===== config.mk =====
export PLATFORM = sky130hd
export DESIGN_NAME = regwb_scoreboard_flat
export DESIGN_NICKNAME = d
export VERILOG_FILES = /design/src/rtl/regwb_pkg.sv /design/src/rtl/regwb_scoreboard_if.sv /design/src/rtl/regwb_fifo.sv /design/src/rtl/regwb_scoreboard.sv /design/src/flat_wrapper.sv
export SDC_FILE = /design/constraint.sdc
export NUM_CORES = 1
export LEC_CHECK = 0
export CORE_ASPECT_RATIO = 0.9
export CORE_UTILIZATION = 50
export DETAILED_ROUTE_END_ITERATION = 12
export GPL_TIMING_DRIVEN = 0
export PLACE_DENSITY = 0.84
export SYNTH_ARGS = -nofsm -noshare
export SYNTH_HDL_FRONTEND = slang
export SYNTH_HIERARCHICAL = 1
export SYNTH_SLANG_ARGS = --single-unit

===== constraint.sdc =====
create_clock -name clk -period 3 [get_ports clk]
set_input_delay 0.6 -clock clk [delete_from_list [all_inputs] [get_ports clk]]
set_output_delay 0.6 -clock clk [all_outputs]
set_load 0.02 [all_outputs]

===== src/rtl/regwb_pkg.sv =====
// Shared constants and write-request payload for the register-file writeback front end.
package regwb_pkg;

    localparam int unsigned DW    = 32;
    localparam int unsigned AW    = 5;
    localparam int unsigned NREGS = 2 ** AW;

    localparam logic [AW-1:0] REG_ZERO = '0;

    typedef struct packed {
        logic [AW-1:0] addr;
        logic [DW-1:0] data;
    } wb_req_t;

endpackage


===== src/rtl/regwb_scoreboard_if.sv =====
// Decode, ALU, MDU and register-file write signals of the writeback scoreboard.
interface regwb_scoreboard_if;
    import regwb_pkg::*;

    logic          issue_valid;
    logic [AW-1:0] issue_addr;
    logic          issue_ready;

    logic          alu_valid;
    logic [AW-1:0] alu_addr;
    logic [DW-1:0] alu_data;

    logic          mdu_valid;
    logic          mdu_ready;
    logic [AW-1:0] mdu_addr;
    logic [DW-1:0] mdu_data;

    logic          w_enable;
    logic [AW-1:0] w_addr1;
    logic [DW-1:0] w_data1;

    logic [AW-1:0] r_addr1;
    logic [AW-1:0] r_addr2;
    logic          hazard1;
    logic          hazard2;
    logic          wb_err;

    modport master (
        output issue_valid, issue_addr, alu_valid, alu_addr, alu_data,
               mdu_valid, mdu_addr, mdu_data, r_addr1, r_addr2,
        input  issue_ready, mdu_ready, w_enable, w_addr1, w_data1,
               hazard1, hazard2, wb_err
    );

    modport slave (
        input  issue_valid, issue_addr, alu_valid, alu_addr, alu_data,
               mdu_valid, mdu_addr, mdu_data, r_addr1, r_addr2,
        output issue_ready, mdu_ready, w_enable, w_addr1, w_data1,
               hazard1, hazard2, wb_err
    );

endinterface


===== src/rtl/regwb_fifo.sv =====
// Small synchronous FIFO holding MDU results until the write port is free.
module regwb_fifo
    import regwb_pkg::*;
#(
    parameter int unsigned DEPTH = 4
) (
    input  logic    clk,
    input  logic    rst_n,
    input  logic    i_push,
    input  wb_req_t i_push_data,
    input  logic    i_pop,
    output wb_req_t o_head_c,
    output logic    o_full,
    output logic    o_empty
);

    localparam int unsigned PW = $clog2(DEPTH);
    localparam int unsigned CW = PW + 1;

    logic [PW-1:0] r_wr_ptr;
    logic [PW-1:0] r_rd_ptr;
    logic [CW-1:0] r_count;
    logic          r_full;
    logic          r_empty;
    wb_req_t       r_mem [DEPTH];

    logic          w_do_push;
    logic          w_do_pop;
    logic [CW-1:0] w_count_nxt;

    // A push into a full FIFO is only taken when the head leaves in the same cycle.
    assign w_do_push   = i_push & (~r_full | i_pop);
    assign w_do_pop    = i_pop & ~r_empty;
    assign w_count_nxt = r_count + CW'(w_do_push) - CW'(w_do_pop);

    always_ff @(posedge clk or negedge rst_n) begin
        if (!rst_n) begin
            r_wr_ptr <= '0;
            r_rd_ptr <= '0;
            r_count  <= '0;
            r_full   <= 1'b0;
            r_empty  <= 1'b1;
        end else begin
            if (w_do_push) r_wr_ptr <= r_wr_ptr + PW'(1);
            if (w_do_pop)  r_rd_ptr <= r_rd_ptr + PW'(1);
            r_count <= w_count_nxt;
            r_full  <= (w_count_nxt == CW'(DEPTH));
            r_empty <= (w_count_nxt == '0);
        end
    end

    always_ff @(posedge clk) begin
        if (w_do_push) r_mem[r_wr_ptr] <= i_push_data;
    end

    assign o_head_c = r_mem[r_rd_ptr];
    assign o_full   = r_full;
    assign o_empty  = r_empty;

endmodule


===== src/rtl/regwb_scoreboard.sv =====
// Merges ALU and MDU results onto the register-file write port and tracks pending writes.
module regwb_scoreboard
    import regwb_pkg::*;
#(
    parameter int unsigned MDU_DEPTH = 4
) (
    input  logic              clk,
    input  logic              rst_n,
    regwb_scoreboard_if.slave bus
);

    logic [NREGS-1:0] r_pending;
    logic             r_w_enable;
    logic [AW-1:0]    r_w_addr;
    logic [DW-1:0]    r_w_data;
    logic             r_wb_err;

    wb_req_t          w_alu_req;
    wb_req_t          w_mdu_req;
    wb_req_t          w_fifo_head;
    wb_req_t          w_sel_req;
    logic             w_fifo_full;
    logic             w_fifo_empty;
    logic             w_mdu_push;
    logic             w_mdu_pop;
    logic             w_alu_sel;
    logic             w_sel_valid;
    logic             w_sel_pending;
    logic             w_issue_ready;
    logic             w_issue_fire;
    logic [NREGS-1:0] w_pending_nxt;

    assign w_alu_req = {bus.alu_addr, bus.alu_data};
    assign w_mdu_req = {bus.mdu_addr, bus.mdu_data};

    // Address-0 MDU results are accepted for flow control but never stored.
    assign w_mdu_push = bus.mdu_valid & ~w_fifo_full & (bus.mdu_addr != REG_ZERO);

    regwb_fifo #(
        .DEPTH (MDU_DEPTH)
    ) u_mdu_fifo (
        .clk         (clk),
        .rst_n       (rst_n),
        .i_push      (w_mdu_push),
        .i_push_data (w_mdu_req),
        .i_pop       (w_mdu_pop),
        .o_head_c    (w_fifo_head),
        .o_full      (w_fifo_full),
        .o_empty     (w_fifo_empty)
    );

    assign w_issue_ready = (bus.issue_addr == REG_ZERO) | ~r_pending[bus.issue_addr];
    assign w_issue_fire  = bus.issue_valid & w_issue_ready & (bus.issue_addr != REG_ZERO);
    assign w_alu_sel     = bus.alu_valid & (bus.alu_addr != REG_ZERO);

    // Strict priority: ALU first, then the MDU queue head.
    always_comb begin
        w_sel_valid = 1'b0;
        w_sel_req   = w_alu_req;
        w_mdu_pop   = 1'b0;
        if (w_alu_sel) begin
            w_sel_valid = 1'b1;
        end else if (!w_fifo_empty) begin
            w_sel_valid = 1'b1;
            w_sel_req   = w_fifo_head;
            w_mdu_pop   = 1'b1;
        end
    end

    // A bit being cleared by the write currently on the port no longer counts as pending.
    assign w_sel_pending = r_pending[w_sel_req.addr]
                         & ~(r_w_enable & (r_w_addr == w_sel_req.addr));

    always_comb begin
        w_pending_nxt = r_pending;
        if (r_w_enable)   w_pending_nxt[r_w_addr]       = 1'b0;
        if (w_issue_fire) w_pending_nxt[bus.issue_addr] = 1'b1;
        w_pending_nxt[REG_ZERO] = 1'b0;
    end

    always_ff @(posedge clk or negedge rst_n) begin
        if (!rst_n) begin
            r_pending  <= '0;
            r_w_enable <= 1'b0;
            r_w_addr   <= '0;
            r_w_data   <= '0;
            r_wb_err   <= 1'b0;
        end else begin
            r_pending  <= w_pending_nxt;
            r_w_enable <= w_sel_valid;
            if (w_sel_valid) begin
                r_w_addr <= w_sel_req.addr;
                r_w_data <= w_sel_req.data;
            end
            if (w_sel_valid && !w_sel_pending) r_wb_err <= 1'b1;
        end
    end

    assign bus.issue_ready = w_issue_ready;
    assign bus.mdu_ready   = ~w_fifo_full;
    assign bus.w_enable    = r_w_enable;
    assign bus.w_addr1     = r_w_addr;
    assign bus.w_data1     = r_w_data;
    assign bus.wb_err      = r_wb_err;
    assign bus.hazard1     = (bus.r_addr1 != REG_ZERO) & r_pending[bus.r_addr1];
    assign bus.hazard2     = (bus.r_addr2 != REG_ZERO) & r_pending[bus.r_addr2];

endmodule

===== src/flat_wrapper.sv =====
// flat-port wrapper written by rule: the top's interface ports become plain ports
module regwb_scoreboard_flat import regwb_pkg::*;
#(
    parameter int unsigned MDU_DEPTH = 4
)
  (clk, rst_n, bus_issue_valid, bus_issue_addr, bus_alu_valid, bus_alu_addr, bus_alu_data, bus_mdu_valid, bus_mdu_addr, bus_mdu_data, bus_r_addr1, bus_r_addr2, bus_issue_ready, bus_mdu_ready, bus_w_enable, bus_w_addr1, bus_w_data1, bus_hazard1, bus_hazard2, bus_wb_err);
  regwb_scoreboard_if bus_i ();
  input  logic clk;
  input  logic rst_n;
  input wire logic [$bits(bus_i.issue_valid)-1:0] bus_issue_valid;
  input wire logic [$bits(bus_i.issue_addr)-1:0] bus_issue_addr;
  input wire logic [$bits(bus_i.alu_valid)-1:0] bus_alu_valid;
  input wire logic [$bits(bus_i.alu_addr)-1:0] bus_alu_addr;
  input wire logic [$bits(bus_i.alu_data)-1:0] bus_alu_data;
  input wire logic [$bits(bus_i.mdu_valid)-1:0] bus_mdu_valid;
  input wire logic [$bits(bus_i.mdu_addr)-1:0] bus_mdu_addr;
  input wire logic [$bits(bus_i.mdu_data)-1:0] bus_mdu_data;
  input wire logic [$bits(bus_i.r_addr1)-1:0] bus_r_addr1;
  input wire logic [$bits(bus_i.r_addr2)-1:0] bus_r_addr2;
  output wire logic [$bits(bus_i.issue_ready)-1:0] bus_issue_ready;
  output wire logic [$bits(bus_i.mdu_ready)-1:0] bus_mdu_ready;
  output wire logic [$bits(bus_i.w_enable)-1:0] bus_w_enable;
  output wire logic [$bits(bus_i.w_addr1)-1:0] bus_w_addr1;
  output wire logic [$bits(bus_i.w_data1)-1:0] bus_w_data1;
  output wire logic [$bits(bus_i.hazard1)-1:0] bus_hazard1;
  output wire logic [$bits(bus_i.hazard2)-1:0] bus_hazard2;
  output wire logic [$bits(bus_i.wb_err)-1:0] bus_wb_err;
  assign bus_i.issue_valid = bus_issue_valid;
  assign bus_i.issue_addr = bus_issue_addr;
  assign bus_i.alu_valid = bus_alu_valid;
  assign bus_i.alu_addr = bus_alu_addr;
  assign bus_i.alu_data = bus_alu_data;
  assign bus_i.mdu_valid = bus_mdu_valid;
  assign bus_i.mdu_addr = bus_mdu_addr;
  assign bus_i.mdu_data = bus_mdu_data;
  assign bus_i.r_addr1 = bus_r_addr1;
  assign bus_i.r_addr2 = bus_r_addr2;
  assign bus_issue_ready = bus_i.issue_ready;
  assign bus_mdu_ready = bus_i.mdu_ready;
  assign bus_w_enable = bus_i.w_enable;
  assign bus_w_addr1 = bus_i.w_addr1;
  assign bus_w_data1 = bus_i.w_data1;
  assign bus_hazard1 = bus_i.hazard1;
  assign bus_hazard2 = bus_i.hazard2;
  assign bus_wb_err = bus_i.wb_err;
  regwb_scoreboard #(.MDU_DEPTH(MDU_DEPTH)) u_core (.clk(clk), .rst_n(rst_n), .bus(bus_i));
endmodule

==> flow_summary.toml, run 1 <==
[route]
firstDrtPassIters = 5
drt_iter0_drc = 633
vias = 6754
drc = 0
wirelength_mm = 24.4
ant_nets = 0
vias_per_cell = 6.05
avgRoutedWirePerCell_um = 21.8

[floorplanning]
die_x_um = 153
die_h_um = 138
num_io_pins = 137
core_sq_um = 20000
start_util_pct = 51.2
die_area_sq_um = 21100
fp-row-count = 49

[worst_setup_path]
crit_required_ps = 2400
critPathLaunchType = "flip-flop"
cp-end-kind = "output pin"
crit_path_frequent_cell = "mux4_2"
slowest_delay_ps = 480
crit_arrival_ps = 2360
cp_slowest_cell = "mux4_2"
cp_cell_sequence = "mux4_2, mux4_2, mux2_2, buf_2"
path_class = "reg2out"
cp_max_fo = 6

[sta]
setup_violations = 0
finalCriticalPeriod_ps = 2960
final-max-slew-violation-count = 0
relSlewSlack_pct = 44.1
holdWs_ps = 489
fmax_ghz = 0.338
worst_slack_ps = 39.8
hold_viol_final = 0
finClkSkew_ps = 10.2
setup_tns_ps = 0
fin_crit_sh_pct = 98.7
tightest_slew_ps = 838

[outcome]
outcome = "completed"

[final_layout]
fillers = 1374
postLayoutCellArea_sq_um = 13100
antennaDiodeCount = 0
drive_above_1_share_pct = 23.9
area_delta_synth_final_pct = 27.9
multiInputGateArea_sq_um = 3670
instances_no_fill = 1117
register_area_sq_um = 6440
fin_util_pct = 65.5
layout.nets = 944

[pwr]
ir_drop_mv = 0.562
power_per_cell_area_nw_per_um2 = 955
p_leak_nw = 4.67
power.total_mw = 12.5

[global_route]
globalRouteTotalUtil_pct = 23.7
grt_max_degree = 57
met1_usage_pct = 32.0
grt_pass1_wl_mm = 37.8
grt_util_met3_pct = 6.13
grt_busiest_layer = "met2"
antenna_found_initial = 1
grt_use_met2_pct = 37.8
overflow = 0
grt_pass1_vias = 6794

[clock_tree]
cts_made_buffers = 25
cts_root_buffer = "clkbuf_16"
cts_tree = "yes"
clock_path_buffers = 3
clk_pin_slew_ps = 60
h-tree-depth = 1
cts.sinks = 227
insertion_delay_ps = 520

[logic_synthesis]
yosysWarnings = 6
ys_seq_area_share_pct = 62.6
synth_top_area_share_pct = 43.3
synth_edf_count = 148
yosysTopAreaCell = "edfxtp_1"
synth_top_cells_by_area = "edfxtp_1, dfrtp_1, mux4_2"
synthFlopType = "edfxtp_1"
async_flop_share_pct = 34.8
postSynthAreaPerCell_sq_um = 15.5
syn_nets = 762
syn_inst = 661
synth.cell_area_sq_um = 10300
synth_cell_type_count = 59
yosys_register_bits = 227

[place]
placed_area_sq_um = 12100
place_inst = 1052
pre_cts_slack_ps = -958
hpwl_mm = 16.1
port_buffers = 131
gp_congestion = 0.910

[hold_path]
hp-class = "reg2reg"

[flow_run]
maxCapViolations = 0
## path summary, 6_finish.rpt
check / depth (start not counted) / slack, ps / end / from
min in group asynchronous: 2 / 540 / u_core/bus.w_enable / rst_n
setup / recovery: 4 / 40 / bus_hazard2 / u_core/r_pending[16]
hold reg to reg: 1 / 490 / u_core/bus.wb_err / u_core/bus.wb_err
max in group asynchronous: 3 / 1810 / u_core/u_mdu_fifo/o_empty / rst_n
setup reg to reg: 12 / 120 / u_core/bus.wb_err / u_core/u_mdu_fifo/r_rd_ptr[0]
hold / removal: 1 / 490 / u_core/bus.wb_err / u_core/bus.wb_err
## critical path: cells and delay by family (launching register included)
| family | cells | cell delay, ps |
|---|---|---|
| DFF | 1 | 450 |
| muxes | 3 | 1230 |
| buffers and inverters | 1 | 160 |
## synthesized netlist by cell type (8+ instances only)
master and n:
edfxtp_1 148, dfrtp_1 78, mux4_2 62, o21ai_0 58
mux2i_1 45, a21oi_1 44, nor2_1 41, clkbuf_1 18
inv_1 17, nand2_1 14, mux2_2 8, o21ai_1 8
## area by class of cell
class | instances | share of cell area (%)
Sequential cell | 227 | 49.0
Multi-Input combinational cell | 381 | 28.0
Timing Repair Buffer | 157 | 11.9
Clock buffer | 34 | 5.17
Tap cell | 255 | 2.43
Buffer | 34 | 2.01
Clock inverter | 12 | 1.08
Inverter | 17 | 0.486
## routing by layer
metal | part of all wire, % | vias up
met1 | 40 | 3390
met3 | 9.5 | 54
met4 | 2.6 | 2
met5 | 0.049 | -
li1 | - | 2949
met2 | 48 | 359
## where the power goes
part / internal, mW / switching, mW / leakage [nW]
clock: 1.85 / 1.19 / 0.399
combinational: 2.40 / 2.32 / 2.01
sequential: 4.21 / 0.586 / 2.26
total: 8.45 / 4.09 / 4.67
## flip-flops by register name, indices dropped and copies added (netlist names), 2 cells and up
register	count
u_core/u_mdu_fifo/r_count	3
u_core/bus.w_data1	32
u_core/r_pending	31
u_core/u_mdu_fifo/r_rd_ptr	2
u_core/u_mdu_fifo/r_wr_ptr	2
u_core/bus.w_addr1	5
u_core/u_mdu_fifo/r_mem	148
## cells in the final DEF (no fill, tap or decap), drive strengths merged, types with 6 or more instances in the layout
| cell | count |
|---|---|
| mux2 | 8 |
| a211oi | 8 |
| xnor2 | 6 |
| buf | 42 |
| a21oi | 44 |
| nor3 | 6 |
| nor2 | 41 |
| mux2i | 45 |
| dfrtp | 78 |
| edfxtp | 148 |
| clkbuf | 56 |
| o21ai | 67 |
| nand3b | 7 |
| nand3 | 7 |
| nand2 | 14 |
| ha | 6 |
| clkinv | 6 |
| inv | 19 |
| clkdlybuf4s50 | 118 |
| dlygate4sd2 | 7 |
| mux4 | 62 |
## cell families (layout without fill, tap and decap cells)
| kind of cell | Yosys count | in the layout | synth area share (%) |
|---|---|---|---|
| adders and majority gates | 7 | 7 | 0.926 |
| and+or+nand+nor | 105 | 105 | 5.25 |
| muxes | 115 | 115 | 18.9 |
| DFF | 227 | 227 | 62.6 |
| buffers and inverters | 53 | 254 | 2.99 |
| AOI/OAI and AO/OA | 144 | 144 | 8.57 |
| xor gates and xnor gates | 10 | 10 | 0.853 |
## what timing repair did
item / CTS / global route
endpoints found under the setup margin: 23 / 7
hold endpoints to repair: 19 / 0
resized for setup: 39 / 25
setup buffers: 14 / 6
pin swaps: 7 / 6
hold buffers: 1 / 0
(Power assumes the default switching activity.)
==> inputs of run 2 (changes only) <==
Settings changed: REMOVE_ABC_BUFFERS set to 1.
==> run 2 against run 1 <==
Effect of this change: worst setup slack worse by 5.6 ps; largest power group unchanged; clock power is 6.6% lower; power is 2.1% lower; largest cell class unchanged; worst hold slack worse by 480 ps; register-to-register slack worse by 90 ps.
==> flow_summary.toml, run 2 (synthesis gave the netlist of run 1 again) <==
[global_route]
overflow = 0
grt_pass1_wl_mm = 38.3
globalRouteTotalUtil_pct = 24.0
antenna_found_initial = 0
grt_pass1_vias = 6820
grt_max_degree = 51

[route]
ant_nets = 0
vias_per_cell = 6.11
firstDrtPassIters = 5
avgRoutedWirePerCell_um = 22.6
drc = 0
wirelength_mm = 24.7
vias = 6689
drt_iter0_drc = 647

[sta]
final-max-slew-violation-count = 0
tightest_slew_ps = 798
fmax_ghz = 0.337
fin_crit_sh_pct = 98.9
setup_violations = 0
finClkSkew_ps = 25.3
rsz0062_at_grt = "true"
finalCriticalPeriod_ps = 2970
relSlewSlack_pct = 46.8
setup_tns_ps = 0
holdWs_ps = 5.52
hold_viol_final = 0

[outcome]
outcome = "completed"

[worst_setup_path]
r2r-start = "u_core/u_mdu_fifo/r_rd_ptr[0]"
crit_path_frequent_cell = "mux2i_1"
cp-end-kind = "flip-flop"
crit_arrival_ps = 3360
critPathLaunch = "u_core/u_mdu_fifo/r_rd_ptr[0]"
crit_required_ps = 3400
cp_slowest_cell = "mux4_2"
slowest_delay_ps = 550
cp_cell_sequence = "mux4_2, nor3b_2, a211o_2, mux2i_1, mux2i_1, mux2i_1, a21oi_1, o22ai_1, a221o_1"
cp_max_fo = 9
critPathLaunchType = "flip-flop"
path_class = "reg2reg"
cp_num_buf_inv = 0
cp_top_family = "compound AO/OA/AOI/OAI gates"

[floorplanning]
die_h_um = 138
start_util_pct = 51.2
num_io_pins = 137
die_area_sq_um = 21100
core_sq_um = 20000
fp-row-count = 49
die_x_um = 153

[clock_tree]
insertion_delay_ps = 540
h-tree-depth = 1
clock_path_buffers = 3
cts_made_buffers = 24
cts_tree = "yes"
clk_pin_slew_ps = 60
cts_root_buffer = "clkbuf_16"
cts.sinks = 227

[flow_run]
maxCapViolations = 0

[final_layout]
largest_reg_flops = 148
layout.nets = 922
fin_util_pct = 64.8
final_cell_mix = "edfxtp_1, clkdlybuf4s50_1, dfrtp_1"
final_common_cell = "edfxtp_1"
regMostFlops = "u_core/u_mdu_fifo/r_mem"
area_delta_synth_final_pct = 26.5
antennaDiodeCount = 0
drive_above_1_share_pct = 22.6

[pwr]
power_per_cell_area_nw_per_um2 = 946
ir_drop_mv = 0.602
p_leak_nw = 4.61
sw_frac_of_total_pct = 33.8
power.total_mw = 12.3
intPower_mw = 8.13
clkPwrFrac_pct = 23.0
p_seq_share_pct = 39.5
p_switching_mw = 4.16
p_comb_share_pct = 37.5

[place]
hpwl_mm = 15.1
gp_congestion = 0.901
port_buffers = 136

[hold_path]
hp-class = "in2async"
[run 2: cell count changes in the layout (fill, tap and decap cells not counted), sizes merged, moves of 2 or more]
cell	change
clkbuf	-24
bufinv	-2
dlymetal6s2s	+2
clkdlybuf4s15	+2
buf	-3
clkinv	+6
clkdlybuf4s50	-3
[run 2: timing repair]
action / 4_1_cts / 5_1_grt
pin swaps: 7 / 8
endpoints found under the setup margin: 186 / 7
gates cloned: 2 / 0
hold buffers: 0 / 0
buffers inserted: 22 / 2
resized for setup: 55 / 21
[run 2: power groups by stage]
stage	logic, mW	registers [mW]	clock network (mW)
6_report	4.61	4.85	2.83
5_1_grt	4.91	4.93	3.00
4_1_cts	4.47	4.84	2.88
3_5_place_dp	4.08	4.98	0
3_3_place_gp	3.71	5.14	0
2_1_floorplan	2.37	5.08	0
[run 2: cell type report]
cell class / instances / area [sq um]
Clock buffer: 29 / 629
Clock inverter: 15 / 128
Fill cell: 1408 / 7060
Inverter: 17 / 63.8
Multi-Input combinational cell: 383 / 3690
Sequential cell: 227 / 6430
Tap cell: 255 / 319
Timing Repair Buffer: 168 / 1730
[run 2: per-stage QoR]
| stage | cells | instance area [sq um] | setup WS [ps] |
|---|---|---|---|
| 3_5_place_dp | 1024 | 11900 | -1660 |
| 6_report | 1094 | 13000 | 34.2 |
| 2_1_floorplan | 625 | 10000 | -3830 |
| 3_3_place_gp | 1016 | 11700 | -6790 |
| 4_1_cts | 1092 | 12900 | 7.62 |
| 5_1_grt | 1094 | 13000 | -7.15 |
[run 2: worst paths after layout]
path / end / slack (ps) / depth (start not counted)
min reg2reg: u_core/bus.wb_err / 490 / 1
max reg2reg: u_core/bus.wb_err / 30 / 9
min: u_core/bus.w_data1[21] / 6 / 1
max: u_core/bus.wb_err / 30 / 9
min in group clk: u_core/r_pending[3] / 460 / 3
max in group asynchronous: u_core/u_mdu_fifo/o_empty / 2350 / 2
[run 2: per-layer routing]
| layer | track usage [%] | vias to the layer above | wire [um] |
|---|---|---|---|
| met2 | 41.2 | 329 | 12200 |
| met4 | 8.64 | 0 | 720 |
| li1 | - | 2920 | - |
| met3 | 4.91 | 51 | 2170 |
| met5 | 0 | - | 0 |
| met1 | 30.6 | 3389 | 9590 |
==> inputs of run 3 (changes only) <==
Settings changed: CTS_BUF_LIST set to sky130_fd_sc_hd__clkbuf_4.
==> run 3 against run 2 <==
Effect of this change: core utilization rose by 0.51 points; critical path type is now in2out; maximum frequency fell by 3.1%; critical path depth fell by 4; largest cell class unchanged; combinational power rose by 2%; register-to-register slack improved by 20 ps; via count rose by 2.6%; final cell count rose by 6.3%; final area rose by 0.78%; sequential share of layout area fell by 0.35 points; wire length rose by 1.4%; the run now ends with negative setup slack left; clock skew rose by 7.7 ps.
==> flow_summary.toml, run 3 (synthesis gave the netlist of run 1 again) <==
[route]
ant_nets = 0
firstDrtPassIters = 5
avgRoutedWirePerCell_um = 21.5
vias_per_cell = 5.90
wirelength_mm = 25.0
vias = 6864
drc = 0
drt_iter0_drc = 528

[floorplanning]
start_util_pct = 51.2
die_h_um = 138
die_x_um = 153
die_area_sq_um = 21100
core_sq_um = 20000
fp-row-count = 49
num_io_pins = 137

[final_layout]
layout.nets = 960
fillers = 1378
regMostFlops = "u_core/u_mdu_fifo/r_mem"
antennaDiodeCount = 0
fin_util_pct = 65.3
largest_reg_flops = 148
final_common_cell = "edfxtp_1"
instances_no_fill = 1163
area_delta_synth_final_pct = 27.5
drive_above_1_share_pct = 28.2
final_cell_mix = "edfxtp_1, clkdlybuf4s50_1, clkbuf_4"

[flow_run]
maxCapViolations = 0

[global_route]
antenna_found_initial = 0
overflow = 0
grt_max_degree = 51
grt_pass1_vias = 7105
grt_pass1_wl_mm = 38.7
globalRouteTotalUtil_pct = 24.3

[worst_setup_path]
cp_max_fo = 9
crit_arrival_ps = 2460
cp-end-kind = "output pin"
path_class = "in2out"
reg2reg_setup_slack_ps = 50
critPathLaunchType = "input pin"
crit_required_ps = 2400

[place]
port_buffers = 136
place_inst = 1024
gp_congestion = 0.901
hpwl_mm = 15.1

[outcome]
outcome = "complete, but fails checks"
violations = "negative setup slack"

[pwr]
ir_drop_mv = 0.576
power_per_cell_area_nw_per_um2 = 929
p_leak_nw = 4.76

[clock_tree]
cts_root_buffer = "clkbuf_4"
cts_made_buffers = 57
clock_path_buffers = 3
cts.sinks = 227
clk_pin_slew_ps = 60
h-tree-depth = 2
insertion_delay_ps = 660
cts_tree = "yes"

[sta]
tightest_slew_ps = 714
fmax_ghz = 0.327
setup_violations = 3
relSlewSlack_pct = 52.4
worst_slack_ps = -59.3
finalCriticalPeriod_ps = 3060
rsz0062_at_grt = "true"
final-max-slew-violation-count = 0
fin_crit_sh_pct = 102
hold_viol_final = 0
finClkSkew_ps = 33.0

[hold_path]
hp-class = "in2reg"
run 3: cell count changes in the layout (fill, tap and decap cells not counted), moves of 4 or more:
cell	previous run	this run
clkbuf_1	4	0
clkbuf_16	24	0
clkbuf_4	0	90
clkinv_1	5	12
dfrtp_1	75	71
dfrtp_2	2	6
run 3: final timing paths:
kind                                                from                         to  depth (start not counted)
max in group asynchronous                          rst_n  u_core/u_mdu_fifo/o_empty                          3
hold reg to reg                        u_core/bus.wb_err          u_core/bus.wb_err                          1
min in group asynchronous                          rst_n     u_core/bus.w_data1[21]                          2
setup / recovery                          bus_r_addr2[0]                bus_hazard2                          5
setup reg to reg           u_core/u_mdu_fifo/r_rd_ptr[0]          u_core/bus.wb_err                          9
hold / removal                         bus_issue_addr[0]        u_core/r_pending[3]                          3
run 3: metrics by stage:
stage	hold WS, ps	total power, mW	TNS [ps]	setup WS [ps]	cell area, sq um
after global routing	401	12.8	-308	-126	13100
after CTS	357	12.0	-241	-88.1	12900
after detailed placement	472	9.06	-169780	-1660	11900
after floorplan	304	7.45	-654070	-3830	10000
final	410	12.2	-107	-59.3	13100
after global placement	476	8.85	-1392910	-6790	11700
run 3: area by class of cell:
| type | count | area, sq um | share of cell area, % |
|---|---|---|---|
| Clock buffer | 90 | 676 | 5.16 |
| Multi-Input combinational cell | 383 | 3690 | 28.2 |
| Inverter | 17 | 63.8 | 0.488 |
| Clock inverter | 18 | 88.8 | 0.679 |
| Sequential cell | 227 | 6440 | 49.2 |
| Timing Repair Buffer | 173 | 1810 | 13.8 |
| Tap cell | 255 | 319 | 2.44 |
run 3: critical path, stage by stage:
cell	delay [ps]
clkdlybuf4s15_2	400
mux4_2	570
mux4_2	480
mux2_4	280
buf_6	130
run 3: per-layer routing:
metal,GRT usage [%],part of all wire [%],vias up
li1,-,-,3041
met1,30.2,40,3430
met2,41.5,50,348
met3,6.59,8.9,45
met4,8.64,1.9,0
met5,0,0,-
run 3: timing repair:
| action | 4_1_cts | 5_1_grt |
|---|---|---|
| setup endpoints to repair | 169 | 7 |
| gates cloned | 2 | 0 |
| resized for setup | 46 | 27 |
| endpoints found under the hold margin | 29 | 0 |
| pin swaps | 7 | 3 |
| buffers inserted | 21 | 7 |
| hold buffers | 1 | 0 |
run 3: report_power, final:
group | total [mW] | internal [mW] | switching, mW | leakage (nW)
sequential | 4.83 | 4.20 | 0.631 | 2.27
combinational | 4.70 | 2.39 | 2.31 | 2.03
clock | 2.63 | 1.38 | 1.25 | 0.459
total | 12.2 | 7.98 | 4.19 | 4.76
